[src/rtl/v_mul_sequencer.sv]
// Issue/writeback sequencer around the v_mult vector multiplier: tagged issue,
// latency-matched in-flight tracking, and a credit-protected in-order result FIFO.
module v_mul_sequencer #(
  parameter int FIFO_DEPTH  = 4,
  parameter int MUL_LATENCY = 2,
  parameter int TAG_W       = 4
) (
  input  logic             clk,
  input  logic             rst,
  input  logic             in_valid,
  output logic             in_ready,
  input  logic [1:0]       in_opcode,
  input  logic [1:0]       in_precision,
  input  logic [31:0]      in_a,
  input  logic [31:0]      in_b,
  input  logic [TAG_W-1:0] in_tag,
  output logic [31:0]      mul_operand_a,
  output logic [31:0]      mul_operand_b,
  output logic [1:0]       mul_opcode,
  output logic [1:0]       mul_precision,
  input  logic [31:0]      mul_result,
  output logic             out_valid,
  input  logic             out_ready,
  output logic [31:0]      out_result,
  output logic [TAG_W-1:0] out_tag,
  output logic             out_err,
  output logic             busy
);

  localparam int STAGES = MUL_LATENCY + 1;
  localparam int PTR_W  = (FIFO_DEPTH > 1) ? $clog2(FIFO_DEPTH) : 1;
  localparam int CNT_W  = $clog2(FIFO_DEPTH + STAGES + 1);
  localparam logic [CNT_W:0] DEPTH_C = (CNT_W + 1)'(FIFO_DEPTH);

  typedef struct packed {
    logic             valid;
    logic             err;
    logic [TAG_W-1:0] tag;
  } track_t;

  typedef struct packed {
    logic [31:0]      result;
    logic             err;
    logic [TAG_W-1:0] tag;
  } entry_t;

  track_t           track [STAGES];
  entry_t           fifo_mem [FIFO_DEPTH];
  entry_t           head;
  logic [PTR_W-1:0] wr_ptr, rd_ptr;
  logic [CNT_W-1:0] fifo_count, inflight_count;
  logic [CNT_W:0]   credit_used;
  logic             accept, push, pop, illegal;

  // Credits cover every op from accept until its result is popped, so a
  // capture always finds a free FIFO slot even with out_ready held low.
  assign credit_used = {1'b0, fifo_count} + {1'b0, inflight_count};
  assign in_ready    = !rst && (credit_used < DEPTH_C);
  assign accept      = in_valid && in_ready;
  assign illegal     = (in_precision == 2'b11);
  assign push        = track[STAGES-1].valid;
  assign pop         = out_valid && out_ready;

  // NOTE: every clocked register uses non-blocking assignment so all stages
  // sample their pre-edge neighbours and the shift register advances by one.
  always_ff @(posedge clk or posedge rst) begin
    if (rst) begin
      mul_operand_a <= '0;
      mul_operand_b <= '0;
      mul_opcode    <= '0;
      mul_precision <= '0;
    end else if (accept) begin
      mul_operand_a <= in_a;
      mul_operand_b <= in_b;
      mul_opcode    <= in_opcode;
      mul_precision <= illegal ? 2'b10 : in_precision;
    end
  end

  always_ff @(posedge clk or posedge rst) begin
    if (rst) begin
      for (int i = 0; i < STAGES; i++) track[i] <= '0;
    end else begin
      track[0] <= accept ? track_t'{valid: 1'b1, err: illegal, tag: in_tag} : '0;
      for (int i = 1; i < STAGES; i++) track[i] <= track[i-1];
    end
  end

  always_ff @(posedge clk or posedge rst) begin
    if (rst) begin
      inflight_count <= '0;
      fifo_count     <= '0;
      wr_ptr         <= '0;
      rd_ptr         <= '0;
    end else begin
      inflight_count <= inflight_count + CNT_W'(accept) - CNT_W'(push);
      fifo_count     <= fifo_count + CNT_W'(push) - CNT_W'(pop);
      if (push) wr_ptr <= wr_ptr + PTR_W'(1);
      if (pop)  rd_ptr <= rd_ptr + PTR_W'(1);
    end
  end

  // NOTE: the result storage is deliberately not reset; the count gates what
  // is visible, so stale contents can never reach the outputs.
  always_ff @(posedge clk) begin
    if (push) begin
      fifo_mem[wr_ptr] <= entry_t'{
        result: track[STAGES-1].err ? 32'h0 : mul_result,
        err:    track[STAGES-1].err,
        tag:    track[STAGES-1].tag
      };
    end
  end

  assign head       = fifo_mem[rd_ptr];
  assign out_valid  = (fifo_count != '0);
  assign out_result = out_valid ? head.result : '0;
  assign out_tag    = out_valid ? head.tag : '0;
  assign out_err    = out_valid ? head.err : 1'b0;
  assign busy       = (inflight_count != '0) || (fifo_count != '0);

  no_fifo_overflow: assert property (@(posedge clk) disable iff (rst)
    (push && !pop) |-> ({1'b0, fifo_count} < DEPTH_C));

  credit_bound: assert property (@(posedge clk) disable iff (rst)
    credit_used <= DEPTH_C);

endmodule
[config.mk]
export PLATFORM = sky130hd
export DESIGN_NAME = v_mul_sequencer
export DESIGN_NICKNAME = d
export VERILOG_FILES = /design/src/rtl/v_mul_sequencer.sv
export SDC_FILE = /design/constraint.sdc
export NUM_CORES = 1
export LEC_CHECK = 0
export ABC_AREA = 1
export BUFFER_PORTS_ARGS = -buffer_cell sky130_fd_sc_hd__buf_4
export CAP_MARGIN = 5
export CORE_UTILIZATION = 45
export CTS_CLUSTER_SIZE = 24
export DETAILED_ROUTE_END_ITERATION = 8
export PLACE_DENSITY = 0.71
export SLEW_MARGIN = 0
export SYNTH_ARGS = -nofsm -noshare
export SYNTH_HDL_FRONTEND = slang
export SYNTH_SLANG_ARGS = --single-unit
[constraint.sdc]
create_clock -name clk -period 3.1 [get_ports clk]
set_input_delay 0.775 -clock clk [delete_from_list [all_inputs] [get_ports clk]]
set_output_delay 0.775 -clock clk [all_outputs]
set_load 0.05 [all_outputs]
# == Yosys cells after proc, flatten, opt, wreduce, memory -nomap -nowiden ==
# Memories as Yosys holds them, arrays and structs flattened.
# Index checks and enable logic that the tools add are counted.
# op_classes
add_sub_neg,7
magnitude_cmp,1
n_eq_ne,1
mux,8
n_reduce_logical,7
# ops
operator,count
$mux W32,2
$add A3 B1 Y3,2
$mux W6,1
$reduce_bool A3 Y1,2
$sub A3 B1 Y3,2
$add A2 B1 Y2 const B,2
$add A3 B3 Y4,1
$lt A4 B3 Y1 const B,1
$mux W4,1
$logic_and A1 B1 Y1,3
$mux W1,3
$eq A2 B2 Y1 const B,1
$mux W2,1
$logic_not A1 Y1,1
$logic_or A1 B1 Y1,1
# totals
register_bits,96
ramBits,148
in_bits,108
output_inout_bits,108
wordCells,42
n_memories,1
# mem_list
memory,words,width,read_ports,rd_ports_with_merged_regs,write_ports,line_no,source
fifo_mem,4,37,1,0,1,48,entry_t fifo_mem [FIFO_DEPTH];

# == Logic depth before layout (Yosys ltp) ==
# Gate-level depths: netlist of the first run.
# depth
ltp_word,6
depth_mapped,10
ltp_nobuf,10

# == Worst setup path before layout of the first run ==
# Ideal clock, no wire load.
# synth_path
path_type,reg-to-output
start,reg fifo_count[1]
end,out out_result[10]
t_arrival_ns,2.029
required_ns,2.325
setup_slack_ns,0.296
path_stages_with_launch,7
path_cell_list,dfrtp_1 > inv_1 > nand2_1 > inv_1 > buf_2 > buf_2 > a21oi_1
# synth_via
elab_chain_cells,2
# synth_rtl
element,line_no,source
"start, declared",51,"logic [CNT_W-1:0] fifo_count, inflight_count;"
"start signal, assigned",97,fifo_count <= fifo_count + CNT_W'(push) - CNT_W'(pop);
$reduce_bool A3 Y1,116,assign out_valid = (fifo_count != '0);
named net out_valid,22,"output logic out_valid,"
$mux W32,117,assign out_result = out_valid ? head.result : '0;
"end, declared",24,"output logic [31:0] out_result,"
# The timed path passes the listed nets, and every way through them passes these cells.

# == Worst setup path after layout of the first run ==
# layout_path
start,reg rd_ptr[0]
end,out out_result[18]
# layout_via
elab_chain_cells,2
# layout_rtl
element,line_no,source
"start, declared",50,"logic [PTR_W-1:0] wr_ptr, rd_ptr;"
"start signal, assigned",99,if (pop) rd_ptr <= rd_ptr + PTR_W'(1);
$mem_v2 Z4 W37,n/a,
$mux W32,117,
# No other way between the ends.

==> results of run 1 <==
-- layout make-up --
class                           instances  area, µm²
Clock inverter                         13      55.05
Timing Repair Buffer                  227       1767
Clock buffer                           35      755.7
Inverter                               57      217.7
Fill cell                            1843       8798
Sequential cell                       244       6848
Tap cell                              275      344.1
Multi-Input combinational cell        578       2567
-- final timing paths --
kind,from,to,slack [ps],cells past startpoint
worst min-delay path,rst,track[8]$_DFF_PP0_,240,2
worst max-delay path,rd_ptr[0]$_DFFE_PP0P_,out_result[18],240,7
worst min register to register,track[6]$_DFF_PP0_,track[0]$_DFF_PP0_,350,0
worst max register to register,fifo_count[1]$_DFF_PP0_,fifo_count[2]$_DFF_PP0_,950,10
min in group clk,track[6]$_DFF_PP0_,track[0]$_DFF_PP0_,350,0
max in group asynchronous,rst,mul_operand_a[11]$_DFFE_PP0P_,2210,3
-- kinds of logic (layout without fill, tap and decap cells) --
group | after synthesis | count (layout) | synth area share (%)
XOR/XNOR | 7 | 7 | 0.6176
flip-flops | 244 | 244 | 68.97
AO/OA/AOI/OAI | 76 | 76 | 3.832
buffers and inverters | 112 | 332 | 5.168
adder cells (fa/ha/maj) | 12 | 12 | 1.664
AND/OR/NAND/NOR | 483 | 483 | 19.75
-- per-stage QoR --
step	power, W	cells	util (%)	instance area (µm²)
finish	0.01415	1429	58.80	12550
global route	0.01493	1429	58.80	12550
CTS	0.01428	1429	58.80	12550
detailed placement	0.01137	1381	55.00	11740
global placement	0.01127	1381	55.00	11740
floorplan	0.009337	934	-	9931
-- routing by layer --
metal  up-vias  GRT usage, %  wire, µm
li1       3424             -         -
met1      3288         24.01      9088
met2       229         33.69     10780
met3        27         5.424      1708
met4         0         5.000       394
met5         -             0         0
-- report_power, final --
group / switching [W] / internal, W
combinational: 0.00487 / 0.00191
clock: 0.00120 / 0.00169
sequential: 0.000350 / 0.00412
-- cells in the mapped netlist (9+ instances only) --
cell type,instances
nor2_1,116
o21ai_1,9
inv_1,57
clkbuf_1,12
o21ai_0,30
nand2_1,295
buf_2,35
ha_1,10
nand3_2,10
nand3_1,59
a21oi_1,37
dfrtp_1,96
edfxtp_1,148
-- registers in the layout, summed over array words and instances, names as in the netlist, 3 cells and up --
name            count
track              17
mul_operand_a      32
fifo_mem          148
fifo_count          3
inflight_count      3
mul_operand_b      32
-- cell usage in the layout, fill, tap and decap left out, drive strengths merged --
master    netlist  layout
nand2         295     295
inv            57      56
fa              2       2
edfxtp        148     148
buf            43     227
nor2          117     117
nor3            1       1
clkbuf         12      35
nand4           1       1
nand3          69      69
xnor2           3       3
ha             10      10
a21oi          37      37
clkinvlp        0       1
xor2            4       4
o21ai          39      39
clkinv          0      13
dfrtp          96      96
==> impl_metrics.env, run 1 <==
export IMPL_syn_area_per_cell_um2=10.63
export IMPL_outcome="complete, no violations"
export IMPL_grt_max_degree=76
export IMPL_ys_ff_latch=244
export IMPL_cp_required_ps=2320
export IMPL_start_util_pct=46.49
export IMPL_synth_nets=1054
export IMPL_cts_resized=0
export IMPL_synth_flop_cell="edfxtp_1"
export IMPL_yosysSeqAreaShare_pct=68.97
export IMPL_die_w_um=150.5
export IMPL_hpwlAfterDp_um=13250
export IMPL_hold_buffers=0
export IMPL_synth_cell_types=21
export IMPL_cp_slowest_cell="dfrtp_2"
export IMPL_wl_per_cell_um=15.38
export IMPL_worstPathCellList="inv_2 > buf_12 > nand2_1 > nand2_1 > nand2_1 > a21oi_1 > buf_4"
export IMPL_clock_latency_ps=510
export IMPL_slew_headroom_pct=35.26
export IMPL_end_kind="output port"
export IMPL_fin_skew_ps=6.249
export IMPL_dieArea_um2=22660
export IMPL_clockBufferDepth=3
export IMPL_finalHoldViolations=0
export IMPL_synth_async_reset_ratio_pct=39.34
export IMPL_cp_arrival_ps=2090
export IMPL_grt_pass1_wl_um=34530
export IMPL_via_count=6968
export IMPL_routed_wl_um=21970
export IMPL_crit_type="flip-flop to output port"
export IMPL_path_max_fanout=46
export IMPL_syn_area_um2=9927
export IMPL_rows=53
export IMPL_whs_ps=236.0
export IMPL_p_leak_nw=5.865
export IMPL_core_area_um2=21350
export IMPL_cpMostUsedCell="nand2_1"
export IMPL_grt_setup_unrepaired="no"
export IMPL_antenna_found_initial=0
export IMPL_drc=0
export IMPL_hold_class="input pin to async pin"
export IMPL_pre_cts_ws_ps=702.4
export IMPL_critical_path_top_delay_family="buffers and inverters"
export IMPL_routed_via_density=4.876
export IMPL_antenna_left=0
export IMPL_yosys_warnings=0
export IMPL_tightestPinTransition_ps=969.7
export IMPL_powerDensity_nw_per_um2=1127
export IMPL_grt_pass1_vias=6816
export IMPL_clkSlewWorstSetupHoldPaths_ps=60
export IMPL_grt_ovfl_total=0
export IMPL_worst_path_largest_cell_delay_ps=420
export IMPL_fin_nets=1254
export IMPL_setup_tns_ps=0
export IMPL_worst_setup_path_start_kind="flip-flop"
export IMPL_ios=216
export IMPL_cts_sinks=244
export IMPL_first_pass_iters=6
export IMPL_place_gp_congestion=0.7279
export IMPL_cts_made_buffers=26
export IMPL_h_tree_depth=1
export IMPL_antenna_cells=0
export IMPL_worst_path_buf_inv=3
export IMPL_setup_viol=0
export IMPL_synthTopCellsByArea="edfxtp_1 45%, dfrtp_1 24%, nand2_1 11%, nor2_1 4.4%, nand3_1 3.0%"
export IMPL_grt_usage_pct=19.50
export IMPL_synth_cells=934
export IMPL_synth_top_area_share_pct=44.77
export IMPL_io_buffers=215
export IMPL_peakVddDrop_mv=0.8185
export IMPL_setup_ws_ps=239.2
export IMPL_drt_iter0_drc=307
export IMPL_slew_viol_final=0
export IMPL_clock_fmax_ghz=0.3495
export IMPL_postCtsSetupBuffers=0
export IMPL_area_delta_synth_final_pct=26.47
export IMPL_cts_tree="built"
export IMPL_period_needed_ps=2861
export IMPL_period_share_pct=92.29
export IMPL_drv_cap=0
export IMPL_drive_gt1_share_pct=24.52
export IMPL_clock_root_buffer="clkbuf_16"
export IMPL_die_h_um=150.5
export IMPL_synth_edf_count=148
export IMPL_synth_top_area_cell="edfxtp_1"
Power figures use the tool's default switching activity.
==> run 2, diff against run 1 <==
- GPL_TIMING_DRIVEN: default -> 0
- RECOVER_POWER: default -> 25
- SKIP_CTS_REPAIR_TIMING: default -> 1
==> run 2 against run 1 <==
  * The flow now finishes with violations (max-capacitance violations, max-slew violations)
  * Critical endpoint is now out_tag[0]
  * Cell area increased by 2.4%
  * Final cell count increased by 3.1%
  * Via count increased by 4.3%
  * Utilization increased by 1.4 points
  * Worst hold slack improved by 110 ps
  * Power increased by 4.9%
  * Clock power increased by 15%
  * Sequential cell count unchanged
  * Worst setup slack got worse by 110 ps
  * Die area unchanged
  * Routed wire length increased by 9.4%
==> impl_metrics.env, run 2 (synthesis gave the netlist of run 1 again) <==
export IMPL_area_delta_synth_final_pct=29.49
export IMPL_place_gp_congestion=0.7954
export IMPL_p_comb_share_pct=47.6
export IMPL_path_max_fanout=10
export IMPL_end_kind="output port"
export IMPL_cts_tree="built"
export IMPL_final_common_cell="nand2_1"
export IMPL_final_cell_mix="295 x nand2_1, 216 x buf_4, 148 x edfxtp_1"
export IMPL_start_util_pct=46.49
export IMPL_cpMostUsedCell="nand2_1"
export IMPL_seq_power_share_pct=30.1
export IMPL_drc=0
export IMPL_clock_latency_ps=510
export IMPL_hold_class="flip-flop to flip-flop"
export IMPL_outcome="finished with violations"
export IMPL_grt_usage_pct=21.47
export IMPL_p_leak_nw=6.046
export IMPL_intPower_w=0.008219
export IMPL_routed_wl_um=24040
export IMPL_drt_iter0_drc=348
export IMPL_r2r_start="fifo_count[2]$_DFF_PP0_"
export IMPL_dieArea_um2=22660
export IMPL_rrSetupSlack_ps=600
export IMPL_clkSlewWorstSetupHoldPaths_ps=60
export IMPL_pre_cts_ws_ps=370.5
export IMPL_cp_required_ps=2320
export IMPL_ios=216
export IMPL_cts_made_buffers=25
export IMPL_finalHoldViolations=0
export IMPL_h_tree_depth=1
export IMPL_largest_register="fifo_mem"
export IMPL_routed_via_density=4.932
export IMPL_io_buffers=214
export IMPL_crit_type="flip-flop to output port"
export IMPL_slew_headroom_pct=-2.275
export IMPL_hpwlAfterDp_um=15970
export IMPL_r2r_end="inflight_count[2]$_DFF_PP0_"
export IMPL_holdPathStages=0
export IMPL_hold_end="track[10]$_DFF_PP0_"
export IMPL_p_sw_share_pct=44.61
export IMPL_critical_path_top_delay_family="buffers and inverters"
export IMPL_period_needed_ps=2974
export IMPL_grt_ovfl_total=0
export IMPL_grt_setup_unrepaired="no"
export IMPL_tightestPinTransition_ps=1534
export IMPL_wl_per_cell_um=16.32
export IMPL_failed_checks="max-capacitance violations, max-slew violations"
export IMPL_clkPwrFrac_pct=22.3
export IMPL_switching_power_w=0.006620
export IMPL_peakVddDrop_mv=0.7923
export IMPL_via_count=7265
export IMPL_largest_reg_flops=148
export IMPL_grt_pass1_wl_um=37000
export IMPL_drive_gt1_share_pct=26.04
export IMPL_setup_ws_ps=126.0
export IMPL_setup_viol=0
export IMPL_die_h_um=150.5
export IMPL_first_pass_iters=5
export IMPL_core_area_um2=21350
export IMPL_cp_arrival_ps=2200
export IMPL_antenna_found_initial=0
export IMPL_cp_slowest_cell="dfrtp_1"
export IMPL_fin_skew_ps=8.349
export IMPL_worst_path_buf_inv=4
export IMPL_powerDensity_nw_per_um2=1154
export IMPL_die_w_um=150.5
export IMPL_cts_sinks=244
export IMPL_antenna_cells=0
export IMPL_reg_top3="fifo_mem x148, mul_operand_a x32, mul_operand_b x32"
export IMPL_worst_setup_path_start_kind="flip-flop"
export IMPL_setup_tns_ps=0
export IMPL_clock_root_buffer="clkbuf_16"
export IMPL_grt_max_degree=42
export IMPL_worst_path_largest_cell_delay_ps=420
export IMPL_clock_fmax_ghz=0.3363
export IMPL_worstPathCellList="inv_1 > buf_4 > buf_2 > nand2_1 > nand2_1 > nand2_1 > a21oi_1 > buf_4"
export IMPL_fin_util_pct=60.20
export IMPL_rows=53
export IMPL_antenna_left=0
export IMPL_drv_cap=1
export IMPL_period_share_pct=95.93
export IMPL_rr_worst_depth=9
export IMPL_hp_start="track[16]$_DFF_PP0_"
export IMPL_fin_nets=1300
export IMPL_clockBufferDepth=3
export IMPL_slew_viol_final=30
export IMPL_grt_pass1_vias=7107
[run 2: cell count changes in the layout (fill, tap and decap cells not counted), moves of 2 or more]
cell / previous run / this run
clkinv_2: 5 / 3
buf_12: 5 / 3
clkbuf_8: 5 / 2
clkbuf_16: 27 / 25
inv_1: 50 / 53
buf_2: 0 / 34
buf_6: 0 / 5
clkbuf_1: 3 / 17
clkinv_1: 8 / 5
bufinv_16: 0 / 7
buf_4: 222 / 216
inv_2: 6 / 3
[run 2: power groups by stage]
stage / Sequential (W) / Combinational [W] / Clock (W)
2_1_floorplan: 0.00578 / 0.00355 / 0
3_3_place_gp: 0.00450 / 0.00701 / 0
3_5_place_dp: 0.00450 / 0.00713 / 0
4_1_cts: 0.00446 / 0.00715 / 0.00335
5_1_grt: 0.00453 / 0.00758 / 0.00351
6_report: 0.00446 / 0.00707 / 0.00331
[run 2: worst max-delay path by stage]
stage / startpoint / endpoint / slack, ps / depth (start not counted)
2_1_floorplan: fifo_count[1]$_DFF_PP0_ / out_result[10] / 300 / 6
3_3_place_gp: rst / inflight_count[2]$_DFF_PP0_ / 400 / 9
5_1_grt: rd_ptr[0]$_DFFE_PP0P_ / out_result[24] / 10 / 8
4_1_cts: rd_ptr[0]$_DFFE_PP0P_ / out_tag[1] / 80 / 8
3_5_place_dp: rst / inflight_count[2]$_DFF_PP0_ / 370 / 9
6_report: rd_ptr[0]$_DFFE_PP0P_ / out_tag[0] / 130 / 8
[run 2: layout make-up]
cell class / instances / area, µm²
well taps: 275 / 344.1
clock buffers: 30 / 664.4
fillers: 1750 / 8498
repair buffers: 219 / 1672
flip-flops and latches: 244 / 6847
multi-input cells: 578 / 2567
inverters: 57 / 215.2
clock inverters: 15 / 244.0
plain buffers: 55 / 301.5
[run 2: layer usage]
metal | share of wire, % | track usage (%) | up-vias
li1 | - | - | 3531
met1 | 39 | 26.51 | 3422
met2 | 50 | 37.28 | 277
met3 | 8.8 | 5.485 | 35
met4 | 1.8 | 5.707 | 0
met5 | 0 | 0 | -
[run 2: worst register-to-register path: cells and delay by family, from the launching register on]
kind | cells | cell delay [ps]
adder cells (fa/ha/maj) | 4 | 1210
flip-flops | 1 | 400
buffers and inverters | 2 | 330
AND/OR/NAND/NOR | 2 | 280
XOR/XNOR | 1 | 170
[run 2: per-stage QoR]
stage          area [µm²]  power, W  std cells  hold WS (ps)
2_1_floorplan        9931  0.009337        934         331.2
3_3_place_gp        11880   0.01152       1423         331.8
3_5_place_dp        11980   0.01163       1428         335.5
4_1_cts             12890   0.01496       1473         349.9
5_1_grt             12850   0.01562       1473         358.3
6_report            12850   0.01484       1473         348.5
